$ cat config.mk
export PLATFORM = sky130hd
export DESIGN_NAME = encoder_8_to_3_seq_flat
export DESIGN_NICKNAME = d
export VERILOG_FILES = /design/src/rtl/encoder_8_to_3_seq_pkg.sv /design/src/rtl/encoder_8_to_3_seq_if.sv /design/src/rtl/encoder_8_to_3_seq_pri_enc.sv /design/src/rtl/encoder_8_to_3_seq.sv /design/src/flat_wrapper.sv
export SDC_FILE = /design/constraint.sdc
export NUM_CORES = 1
export LEC_CHECK = 0
export BUFFER_PORTS_ARGS = -buffer_cell sky130_fd_sc_hd__buf_2
export CAP_MARGIN = 20
export CORE_MARGIN = 10
export CORE_UTILIZATION = 30
export CTS_CLUSTER_SIZE = 8
export DETAILED_ROUTE_END_ITERATION = 12
export GPL_ROUTABILITY_DRIVEN = 0
export PLACE_DENSITY_LB_ADDON = 0.12
export SETUP_SLACK_MARGIN = 0.3
export SLEW_MARGIN = 25
export SYNTH_ARGS = -nofsm -noshare
export SYNTH_HDL_FRONTEND = slang
export SYNTH_SLANG_ARGS = --single-unit
$ cat constraint.sdc
create_clock -name clk -period 1.9 [get_ports clk]
set_input_delay 0.38 -clock clk [delete_from_list [all_inputs] [get_ports clk]]
set_output_delay 0.38 -clock clk [all_outputs]
set_load 0.01 [all_outputs]
$ cat src/rtl/encoder_8_to_3_seq_pkg.sv
// Shared encoder/decoder definitions: line count, index width, FSM states,
// and the index-to-line helper used when clearing served lines.
package enc_dec_pkg;

   localparam int unsigned LINES = 8;
   localparam int unsigned IDX_W = 3;

   typedef enum logic {IDLE, EMIT} enc_state_t;

   function automatic logic [LINES-1:0] onehot(input logic [IDX_W-1:0] idx);
      return LINES'(1) << idx;
   endfunction

endpackage

$ cat src/rtl/encoder_8_to_3_seq_if.sv
// Capture/emit handshake bundle between a line-vector producer and the encoder.
interface encoder_8_to_3_seq_if;
   import enc_dec_pkg::*;

   logic             E;
   logic [LINES-1:0] D;
   logic             in_valid;
   logic             in_ready;
   logic [IDX_W-1:0] A;
   logic             out_valid;
   logic             out_ready;
   logic             last;
   logic             zero;

   modport master (
      output E, D, in_valid, out_ready,
      input  in_ready, A, out_valid, last, zero
   );

   modport slave (
      input  E, D, in_valid, out_ready,
      output in_ready, A, out_valid, last, zero
   );

endinterface

$ cat src/rtl/encoder_8_to_3_seq_pri_enc.sv
// Combinational 8-to-3 priority encoder with selectable search direction.
module pri_enc_8_to_3
   import enc_dec_pkg::*;
(
   input  logic [LINES-1:0] vec,
   input  logic             msb_first,
   output logic [IDX_W-1:0] idx,
   output logic             any,
   output logic             single
);

   always_comb begin
      idx    = '0;
      any    = |vec;
      single = any && ((vec & (vec - LINES'(1))) == '0);
      // Later loop iterations override earlier ones, so scan toward the winner.
      if (msb_first) begin
         for (int unsigned i = 0; i < LINES; i++) begin
            if (vec[i]) idx = IDX_W'(i);
         end
      end else begin
         for (int unsigned i = 0; i < LINES; i++) begin
            if (vec[LINES-1-i]) idx = IDX_W'(LINES - 1 - i);
         end
      end
   end

endmodule

$ cat src/rtl/encoder_8_to_3_seq.sv
// Sequential priority encoder: captures a line vector, then emits the index of
// every set line, one per accepted beat, clearing each line as it is served.
module encoder_8_to_3_seq
   import enc_dec_pkg::*;
#(
   parameter bit MSB_FIRST = 1'b1
) (
   input  logic                 clk,
   input  logic                 rst_n,
   encoder_8_to_3_seq_if.slave  bus
);

   enc_state_t       r_state;
   logic [LINES-1:0] r_pending;
   logic             r_zero;

   logic [IDX_W-1:0] w_idx;
   logic             w_any;
   logic             w_single;
   logic             w_last;
   logic             w_in_ready;

   pri_enc_8_to_3 u_pri_enc (
      .vec       (r_pending),
      .msb_first (MSB_FIRST),
      .idx       (w_idx),
      .any       (w_any),
      .single    (w_single)
   );

   assign w_last     = r_zero | w_single;
   assign w_in_ready = bus.E & (r_state == IDLE) & rst_n;

   // Outputs decode only registered state; out_ready never reaches them.
   assign bus.in_ready  = w_in_ready;
   assign bus.out_valid = (r_state == EMIT);
   assign bus.A         = ((r_state == EMIT) && w_any) ? w_idx : '0;
   assign bus.last      = (r_state == EMIT) & w_last;
   assign bus.zero      = (r_state == EMIT) & r_zero;

   always_ff @(posedge clk) begin
      if (!rst_n) begin
         r_state   <= IDLE;
         r_pending <= '0;
         r_zero    <= 1'b0;
      end else begin
         case (r_state)
            IDLE: begin
               if (bus.in_valid && w_in_ready) begin
                  r_pending <= bus.D;
                  r_zero    <= (bus.D == '0);
                  r_state   <= EMIT;
               end
            end
            EMIT: begin
               if (bus.out_ready) begin
                  r_pending <= r_pending & ~onehot(w_idx);
                  if (w_last) begin
                     r_zero  <= 1'b0;
                     r_state <= IDLE;
                  end
               end
            end
            default: r_state <= IDLE;
         endcase
      end
   end

endmodule
$ cat src/flat_wrapper.sv
// flat-port wrapper written by rule: the top's interface ports become plain ports
module encoder_8_to_3_seq_flat import enc_dec_pkg::*;
#(
   parameter bit MSB_FIRST = 1'b1
)
  (clk, rst_n, bus_E, bus_D, bus_in_valid, bus_out_ready, bus_in_ready, bus_A, bus_out_valid, bus_last, bus_zero);
  encoder_8_to_3_seq_if bus_i ();
  input  logic clk;
  input  logic rst_n;
  input wire logic [$bits(bus_i.E)-1:0] bus_E;
  input wire logic [$bits(bus_i.D)-1:0] bus_D;
  input wire logic [$bits(bus_i.in_valid)-1:0] bus_in_valid;
  input wire logic [$bits(bus_i.out_ready)-1:0] bus_out_ready;
  output wire logic [$bits(bus_i.in_ready)-1:0] bus_in_ready;
  output wire logic [$bits(bus_i.A)-1:0] bus_A;
  output wire logic [$bits(bus_i.out_valid)-1:0] bus_out_valid;
  output wire logic [$bits(bus_i.last)-1:0] bus_last;
  output wire logic [$bits(bus_i.zero)-1:0] bus_zero;
  assign bus_i.E = bus_E;
  assign bus_i.D = bus_D;
  assign bus_i.in_valid = bus_in_valid;
  assign bus_i.out_ready = bus_out_ready;
  assign bus_in_ready = bus_i.in_ready;
  assign bus_A = bus_i.A;
  assign bus_out_valid = bus_i.out_valid;
  assign bus_last = bus_i.last;
  assign bus_zero = bus_i.zero;
  encoder_8_to_3_seq #(.MSB_FIRST(MSB_FIRST)) u_core (.clk(clk), .rst_n(rst_n), .bus(bus_i));
endmodule
==> Word level (Yosys, flattened, before mapping) <==
Cells that the tools add are included.
{ "word_totals": {"output_inout_bits": 7, "input_bits": 13, "word_cells": 44, "ff_bits": 10} }
{ "op_classes": {"n_bitwise": 9, "n_mux": 19, "shift": 1, "eq_ne": 3, "n_reduce_logical": 8, "addsub": 1} }
{ "op_table": {"columns": ["cell", "n"], "rows": [
  ["$mux W3", 7],
  ["$and A8 B8 Y8", 2],
  ["$logic_not A8 Y1", 2],
  ["$mux W8", 2],
  ["$pmux W8 S2", 1],
  ["$not A8 Y8", 1],
  ["$reduce_or A8 Y1", 1],
  ["$shl A1 B3 Y8 const A", 1],
  ["$sub A8 B1 Y8 const B", 1],
  ["$mux W1", 7],
  ["$ne A2 B2 Y1 const B", 3],
  ["$and A1 B1 Y1", 4],
  ["$pmux W1 S2", 2],
  ["$logic_and A1 B1 Y1", 3],
  ["$reduce_and A3 Y1", 1],
  ["$reduce_and A2 Y1", 1],
  ["$not A1 Y1", 1],
  ["$or A1 B1 Y1", 1]
]} }

==> Depth between registers and ports, before layout <==
Gate-level depths: netlist of run 1.
{ "depth": {"ltp_word": 12, "ltp_mapped": 5, "ltp_nobuf": 4} }

==> Hierarchy <==
From an unflattened synthesis of run 1, not the netlist that was laid out.
{ "unflattened": {"hier_cells": 92, "area_unflattened_um2": 750.7} }
{ "by_module_without_submodules": {"columns": ["module", "instances", "area_each_um2", "cells_each"], "rows": [
  ["encoder_8_to_3_seq", 1, 539.3, 57],
  ["pri_enc_8_to_3", 1, 211.5, 35]
]} }

==> Worst setup path before layout of run 1 <==
No wires, ideal clock.
{ "synth_timing": {"path_kind": "reg-to-output", "start": "register u_core.r_pending[2]", "end": "output bus_last", "t_arrival_ns": 1.262, "stages_incl_launch_ff": 6, "required_ns": 1.520, "setup_slack_ns": 0.258, "cell_sequence": "dfxtp_1 -> buf_6 -> nor4_4 -> xnor2_1 -> a211oi_1 -> o21a_1"} }
{ "synth_via": {"elab_chain_len": 6, "elab_cells_between_ends": 7, "cone_classes": "add/sub (1); bitwise (3); reduce/logical (3)"} }
{ "synth_rtl": {"columns": ["item", "line_no", "text"], "rows": [
  ["start, declared", "encoder_8_to_3_seq.sv:14", "logic [LINES-1:0] r_pending;"],
  ["start signal, assigned", "encoder_8_to_3_seq.sv:50", "r_pending <= bus.D;"],
  ["start signal, assigned", "encoder_8_to_3_seq.sv:57", "r_pending <= r_pending & ~onehot(w_idx);"],
  ["$sub A8 B1 Y8", "encoder_8_to_3_seq_pri_enc.sv:15", "single = any && ((vec & (vec - LINES'(1))) == '0);"],
  ["$and A8 B8 Y8", "encoder_8_to_3_seq_pri_enc.sv:15", null],
  ["$logic_not A8 Y1", "encoder_8_to_3_seq_pri_enc.sv:15", null],
  ["$logic_and A1 B1 Y1 *", "encoder_8_to_3_seq_pri_enc.sv:15", null],
  ["$or A1 B1 Y1 *", "encoder_8_to_3_seq.sv:31", "assign w_last = r_zero | w_single;"],
  ["$and A1 B1 Y1 *", "encoder_8_to_3_seq.sv:38", "assign bus.last = (r_state == EMIT) & w_last;"],
  ["end, declared", "flat_wrapper.sv:17", "output wire logic [$bits(bus_i.last)-1:0] bus_last;"]
]} }
Mark *: on every way between the ends. The rest lies on a longest branch, timed or not.

==> Worst setup path after layout of run 1 <==
{ "layout_timing": {"start": "register u_core.r_pending[0]", "end": "output bus_last"} }
The elaborated chain is that of the path after synthesis.

==> metrics.txt, run 1 <==
hold_buf cts=0; CP Launch Type=flop; H-tree depth=1; # DRC=0; post-route cell area=980 µm²; failing checks=negative setup slack; RSZ-0062 raised after global routing=yes; n_diodes=0; Hold Path Depth=3; Area Overhead vs Synth=47.2%; setup TNS=-0.194 ns; detailed-route via count=779; WP data required=1.52 ns; CP top delay family=simple AND/OR/NAND/NOR gates; combinational power share=0.359; final design utilization=0.480; asr flop ratio synth=0; Critical Setup Path Class=reg2out; Root Driver=clkbuf_4; largest net degree at the start of global routing=13; min Tclk post-route=2.05 ns; Syn Inst Count=87; cell-internal power=401 µW; I/O Pins=20; die height=67.1 µm; WP buf/inv=1; CP endpoint kind=output port; Min Hold Slack=0.359 ns; max_cap viols=0; Post-synth top cells=13 x a21oi_1, 10 x dfxtp_1, 8 x nor2_1; WP data arrival=1.67 ns; number of DRC markers in iteration 0=27; Num CTS Buffers=3; register area=213 µm²; pwr dens=620 nW/µm²; Worst Hold Class=in2reg; setup ws final=-0.153 ns; P_sw=207 µW; Hold Startpoint=bus_D[4]; Peak VDD IR=440 µV; gr usage total=0.0980; fill count=217; fin crit share=1.08; Antenna Violating Nets Remaining=0; clk sink count=10; most numerous cell in the Yosys netlist=a21oi_1; multi-input logic area=477 µm²; final global-route overflow total=0; crit-path max FO=4; count of input and output buffers=19; die area=4500 µm²; Die W=67.1 µm; Area contributors post-synth=dfxtp_1 30%, a21oi_1 9.8%, o21ai_0 4.5%, a22oi_1 4.5%, nor2_1 4.5%; status=complete, but fails checks; worst skew pair latency=0.26 ns; Pwr Total=608 µW; Fmax=487 MHz; syn_area_per_cell=7.65 µm²; Synth Net Count=100; leakage power figure=0.000407 µW; clk slew on worst S/H paths=0.07 ns; Hold Vio Cnt, Final=0; Rows=16; Post-synth EDFFs=0; switch share=0.340; R2R Setup Slk=0.27 ns; vias in the first global route=757; post-synthesis cell type count=35; Register-to-Register Path Depth=5; # setup viols final=2; DP Wirelength=1.49 mm; clock power share=0.242; DRT Pass-1 Iters=4; worst slew pin tran=0.361 ns; Rel. slew slack=0.758; reg-to-reg startpoint=u_core.r_pending[0]$_SDFFE_PN0P_; Nets=133; Area after DPL=810 µm²; Yosys warning total=0; #FFs+latches synth=10; total core area=2040 µm²; post-synthesis sequential area ratio=0.301; slowest stage delay, CP=0.40 ns; top-area cell type share of the netlist area=0.301; global-route wire length before repair=3.53 mm; Starting Density=0.326; critical path, cell by cell=nor4_4, xnor2_2, a211oi_2, o21a_1, buf_2; Routed WL per cell=15.0 µm; mapped cell area=666 µm²; RR Endpoint=u_core.r_zero$_SDFFE_PN0P_; Clock Path Buffers=2; Routed WL=2.17 mm; Yosys top cell by area=dfxtp_1; Slowest-stage cell, CP=nor4_4; Max Clock Skew=0.00294 ns; initial antenna violation count=0; CTS tree=built; Via density=5.37; Slew Limit Fails=0; Main synth FF type=dfxtp_1; Seq pwr share=0.399; Hold EP=u_core.r_pending[4]$_SDFFE_PN0P_; share of layout cells above drive strength 1=0.458
==> layer usage <==
layer | wire length, µm | part of all wire | global-route usage | up-vias
li1 | - | - | - | 396
met2 | 1060 | 0.49 | 0.159 | 20
met1 | 989 | 0.46 | 0.120 | 361
met4 | 18 | 0.0083 | 0.0410 | 0
met5 | 0 | 0 | 0 | -
met3 | 100 | 0.046 | 0.0234 | 2
==> tightest hold or removal path, cell delays in order <==
cell and delay (ns):
buf_2 0.10, nand2_1 0.05, a21oi_1 0.05
==> final cells by class <==
cell class                 count  area share
tap                           27      0.0345
multi-input combinational     67       0.487
timing repair buffer          33       0.216
sequential                    10       0.217
inverter                       5      0.0230
clock buffer                   3      0.0230
==> flip-flops by register name, summed over array words and instances (netlist names) <==
register and flops:
u_core.r_pending 8, u_core.r_zero 1, u_core.bus.out_valid 1
==> placed cells by master (no fill, tap or decap), types with 2 or more instances in the layout <==
cell type / count
nor4_4: 2
o21ai_0: 4
o41ai_1: 2
a22oi_1: 4
o22ai_1: 2
buf_4: 11
o21ai_1: 2
nor3_1: 2
nor2_1: 7
dfxtp_1: 4
inv_1: 4
o21a_1: 2
nand2_1: 7
clkbuf_4: 3
dfxtp_4: 2
buf_2: 19
dfxtp_2: 4
a21oi_1: 12
buf_6: 3
==> worst max path at each step <==
| stage | slack (ns) | start | cells past startpoint | to |
|---|---|---|---|---|
| 2_1_floorplan | 0.30 | u_core.r_pending[2]$_SDFFE_PN0P_ | 5 | bus_last |
| 3_3_place_gp | 0.14 | u_core.r_pending[1]$_SDFFE_PN0P_ | 5 | bus_last |
| 3_5_place_dp | 0.1 | u_core.r_pending[1]$_SDFFE_PN0P_ | 5 | bus_last |
| 4_1_cts | -0.14 | u_core.r_pending[0]$_SDFFE_PN0P_ | 5 | bus_last |
| 5_1_grt | -0.23 | u_core.r_pending[0]$_SDFFE_PN0P_ | 5 | bus_last |
| 6_report | -0.15 | u_core.r_pending[0]$_SDFFE_PN0P_ | 5 | bus_last |
==> logic make-up (layout without fill, tap and decap cells) <==
family	after synthesis	count (layout)	share of synthesized area
AND/OR/NAND/NOR	27	27	0.220
buffers and inverters	10	41	0.0695
AO/OA/AOI/OAI	38	38	0.380
XOR/XNOR	1	1	0.0132
multiplexers	1	1	0.0169
flip-flops	10	10	0.301
==> power by group through the flow <==
stage	Sequential (µW)	Combinational, µW	Clock (µW)
4_1_cts	240	199	148
5_1_grt	244	240	160
3_3_place_gp	244	173	0
6_report	242	218	147
2_1_floorplan	240	111	0
3_5_place_dp	244	171	0
==> what timing repair did <==
| action | 4_1_cts | 5_1_grt |
|---|---|---|
| gates resized for setup | 12 | 10 |
| gates cloned | 0 | 0 |
| pin swaps | 7 | 4 |
| buffers inserted | 5 | 4 |
| endpoints found under the setup margin | 4 | 7 |
==> stage by stage <==
stage	worst slack, ns	instances
after global routing	-0.232	145
after CTS	-0.144	141
after global placement	0.144	133
after floorplan	0.300	87
after detailed placement	0.0959	133
final	-0.153	145
No activity file was read; power rests on OpenSTA's default activity.
==> inputs of run 2 (changes only) <==
==> constraint.sdc (replaced) <==
create_clock -name clk -period 1.9 [get_ports clk]
set_input_delay 0.38 -clock clk [delete_from_list [all_inputs] [get_ports clk]]
set_output_delay 0.38 -clock clk [all_outputs]
set_load 0.02 [all_outputs]
==> run 2 against run 1 <==
The flow still finishes with violations (negative setup slack). Global-route usage about the same. Cell area is 2.6% lower. Flip-flop and latch count unchanged. Clock power increased by 33%. Sequential share of layout area grew 0.70 points. Via count down 5.3%. Final cell count decreased by 2.8%. First-iteration DRC count down 11%. Combinational power down 7%. Wire length shrank 4.1%. Largest cell class unchanged.
==> metrics.txt, run 2 (synthesis gave the netlist of run 1 again) <==
setup ws final=-0.134 ns (was -0.153 ns); Fmax=492 MHz (was 487 MHz); detailed-route via count=738 (was 779); CTS tree=built (unchanged); Reg with most FFs=u_core.r_pending (unchanged); H-tree depth=1 (unchanged); Routed WL per cell=14.8 µm (was 15.0 µm); Root Driver=clkbuf_4 (unchanged); DP Wirelength=1.58 mm (was 1.49 mm); Hold Path Depth=3 (unchanged); multi-input logic area=473 µm² (was 477 µm²); # setup viols final=1 (was 2); WP data arrival=1.65 ns (was 1.67 ns); Peak VDD IR=329 µV (was 440 µV); total core area=2040 µm² (unchanged); gr usage total=0.0979 (was 0.0980); commonest non-fill, non-tap cell in the layout=buf_2 (unchanged); Rel. slew slack=0.746 (was 0.758); Critical Setup Path Class=reg2out (unchanged); status=complete, but fails checks (unchanged); CP endpoint kind=output port (unchanged); die area=4500 µm² (unchanged); fill count=224 (was 217); CP Launch Type=flop (unchanged); clk slew on worst S/H paths=0.07 ns (about the same); Placed Cells=134 (was 133); I/O Pins=20 (unchanged); max FFs per register=8 (unchanged); Pwr Total=650 µW (was 608 µW); vias in the first global route=735 (was 757); Via density=5.23 (was 5.37); worst slew pin tran=0.380 ns (was 0.361 ns); failing checks=negative setup slack (unchanged); Max Clock Skew=0.00265 ns (was 0.00294 ns); Routed WL=2.08 mm (was 2.17 mm); largest net degree at the start of global routing=13 (unchanged); min Tclk post-route=2.03 ns (was 2.05 ns); number of DRC markers in iteration 0=24 (was 27); WP data required=1.52 ns (about the same); share of layout cells above drive strength 1=0.482 (was 0.458); global-route wire length before repair=3.42 mm (was 3.53 mm); Slowest-stage cell, CP=nor4_4 (unchanged); fin crit share=1.07 (was 1.08); worst skew pair latency=0.27 ns (was 0.26 ns); Worst Hold Class=in2reg (unchanged); hold_buf cts=0 (unchanged); CP top delay family=compound AO/OA/AOI/OAI gates (was simple AND/OR/NAND/NOR gates); Hold Vio Cnt, Final=0 (unchanged); Finished Layout Cells=141 (was 145); DRT Pass-1 Iters=4 (unchanged); Rows=16 (unchanged); Starting Density=0.326 (unchanged); critical path, cell by cell=nor4_4, xnor2_2, a211oi_2, o21a_2, buf_6 (was nor4_4, xnor2_2, a211oi_2, o21a_1, buf_2); max_cap viols=0 (unchanged); die height=67.1 µm (unchanged); Slew Limit Fails=0 (unchanged); n_diodes=0 (unchanged); leakage power figure=0.000386 µW (was 0.000407 µW); Nets=128 (was 133); initial antenna violation count=0 (unchanged); Area Overhead vs Synth=43.4% (was 47.2%); pwr dens=681 nW/µm² (was 620 nW/µm²); Register-to-Register Path Depth=5 (unchanged); count of input and output buffers=19 (unchanged); WP buf/inv=1 (unchanged); Die W=67.1 µm (unchanged); setup TNS=-0.134 ns (was -0.194 ns); crit-path max FO=3 (was 4); Antenna Violating Nets Remaining=0 (unchanged); # DRC=0 (unchanged); slowest stage delay, CP=0.38 ns (was 0.40 ns); Clock Path Buffers=2 (unchanged); register area=214 µm² (was 213 µm²); clk sink count=10 (unchanged); commonest cells after routing, fill and taps aside=16 x buf_2, 10 x buf_4, 9 x a21oi_1, 7 x nand2_1, 6 x nor2_1 (was 19 x buf_2, 12 x a21oi_1, 11 x buf_4, 7 x nor2_1, 7 x nand2_1); RSZ-0062 raised after global routing=yes (unchanged); Num CTS Buffers=3 (unchanged); Stages on worst setup path=5 (unchanged); final global-route overflow total=0 (unchanged)
==> run 2: per-stage QoR <==
stage / instance area, µm² / utilization / setup WS (ns) / hold slack [ns]
2_1_floorplan: 697 / - / 0.272 / 0.456
3_3_place_gp: 843 / 0.413 / 0.109 / 0.490
3_5_place_dp: 843 / 0.413 / 0.106 / 0.491
4_1_cts: 953 / 0.467 / -0.149 / 0.350
5_1_grt: 955 / 0.468 / -0.231 / 0.365
6_report: 955 / 0.468 / -0.134 / 0.352
==> run 2: power by group <==
group | internal (µW) | leakage (µW) | total (µW) | switching (µW)
sequential | 222 | 0.0000851 | 252 | 29.3
combinational | 97.1 | 0.000280 | 203 | 106
clock | 116 | 0.0000210 | 196 | 79.1
==> run 2: final timing paths <==
check / from / endpoint / slack, ns
worst max-delay path: u_core.r_pending[1]$_SDFFE_PN0P_ / bus_last / -0.13
worst min-delay path: bus_D[5] / u_core.r_pending[5]$_SDFFE_PN0P_ / 0.35
worst max register to register: u_core.r_pending[1]$_SDFFE_PN0P_ / u_core.r_zero$_SDFFE_PN0P_ / 0.28
worst min register to register: u_core.r_zero$_SDFFE_PN0P_ / u_core.bus.out_valid$_SDFF_PN0_ / 0.49
==> run 2: tightest hold or removal path, stage by stage <==
cell and delay, ns:
buf_2 0.10, nand2_1 0.05, a21oi_1 0.05
==> run 2: timing repair <==
action	CTS	global route
hold endpoints to repair	0	0
pin swaps	6	0
setup buffers	3	0
resized for setup	18	1
setup endpoints to repair	5	7
==> run 2: layout make-up <==
type                            count  share of cell area
Multi-Input combinational cell     67               0.495
Inverter                            5              0.0210
Tap cell                           27              0.0354
Sequential cell                    10               0.224
Clock buffer                        4              0.0380
Timing Repair Buffer               28               0.186
==> run 2: routing by layer <==
| layer | GRT usage | vias up | part of all wire |
|---|---|---|---|
| met2 | 0.152 | 12 | 0.48 |
| li1 | - | 382 | - |
| met1 | 0.118 | 340 | 0.47 |
| met3 | 0.0251 | 4 | 0.038 |
| met4 | 0.0590 | 0 | 0.015 |
| met5 | 0 | - | 0 |
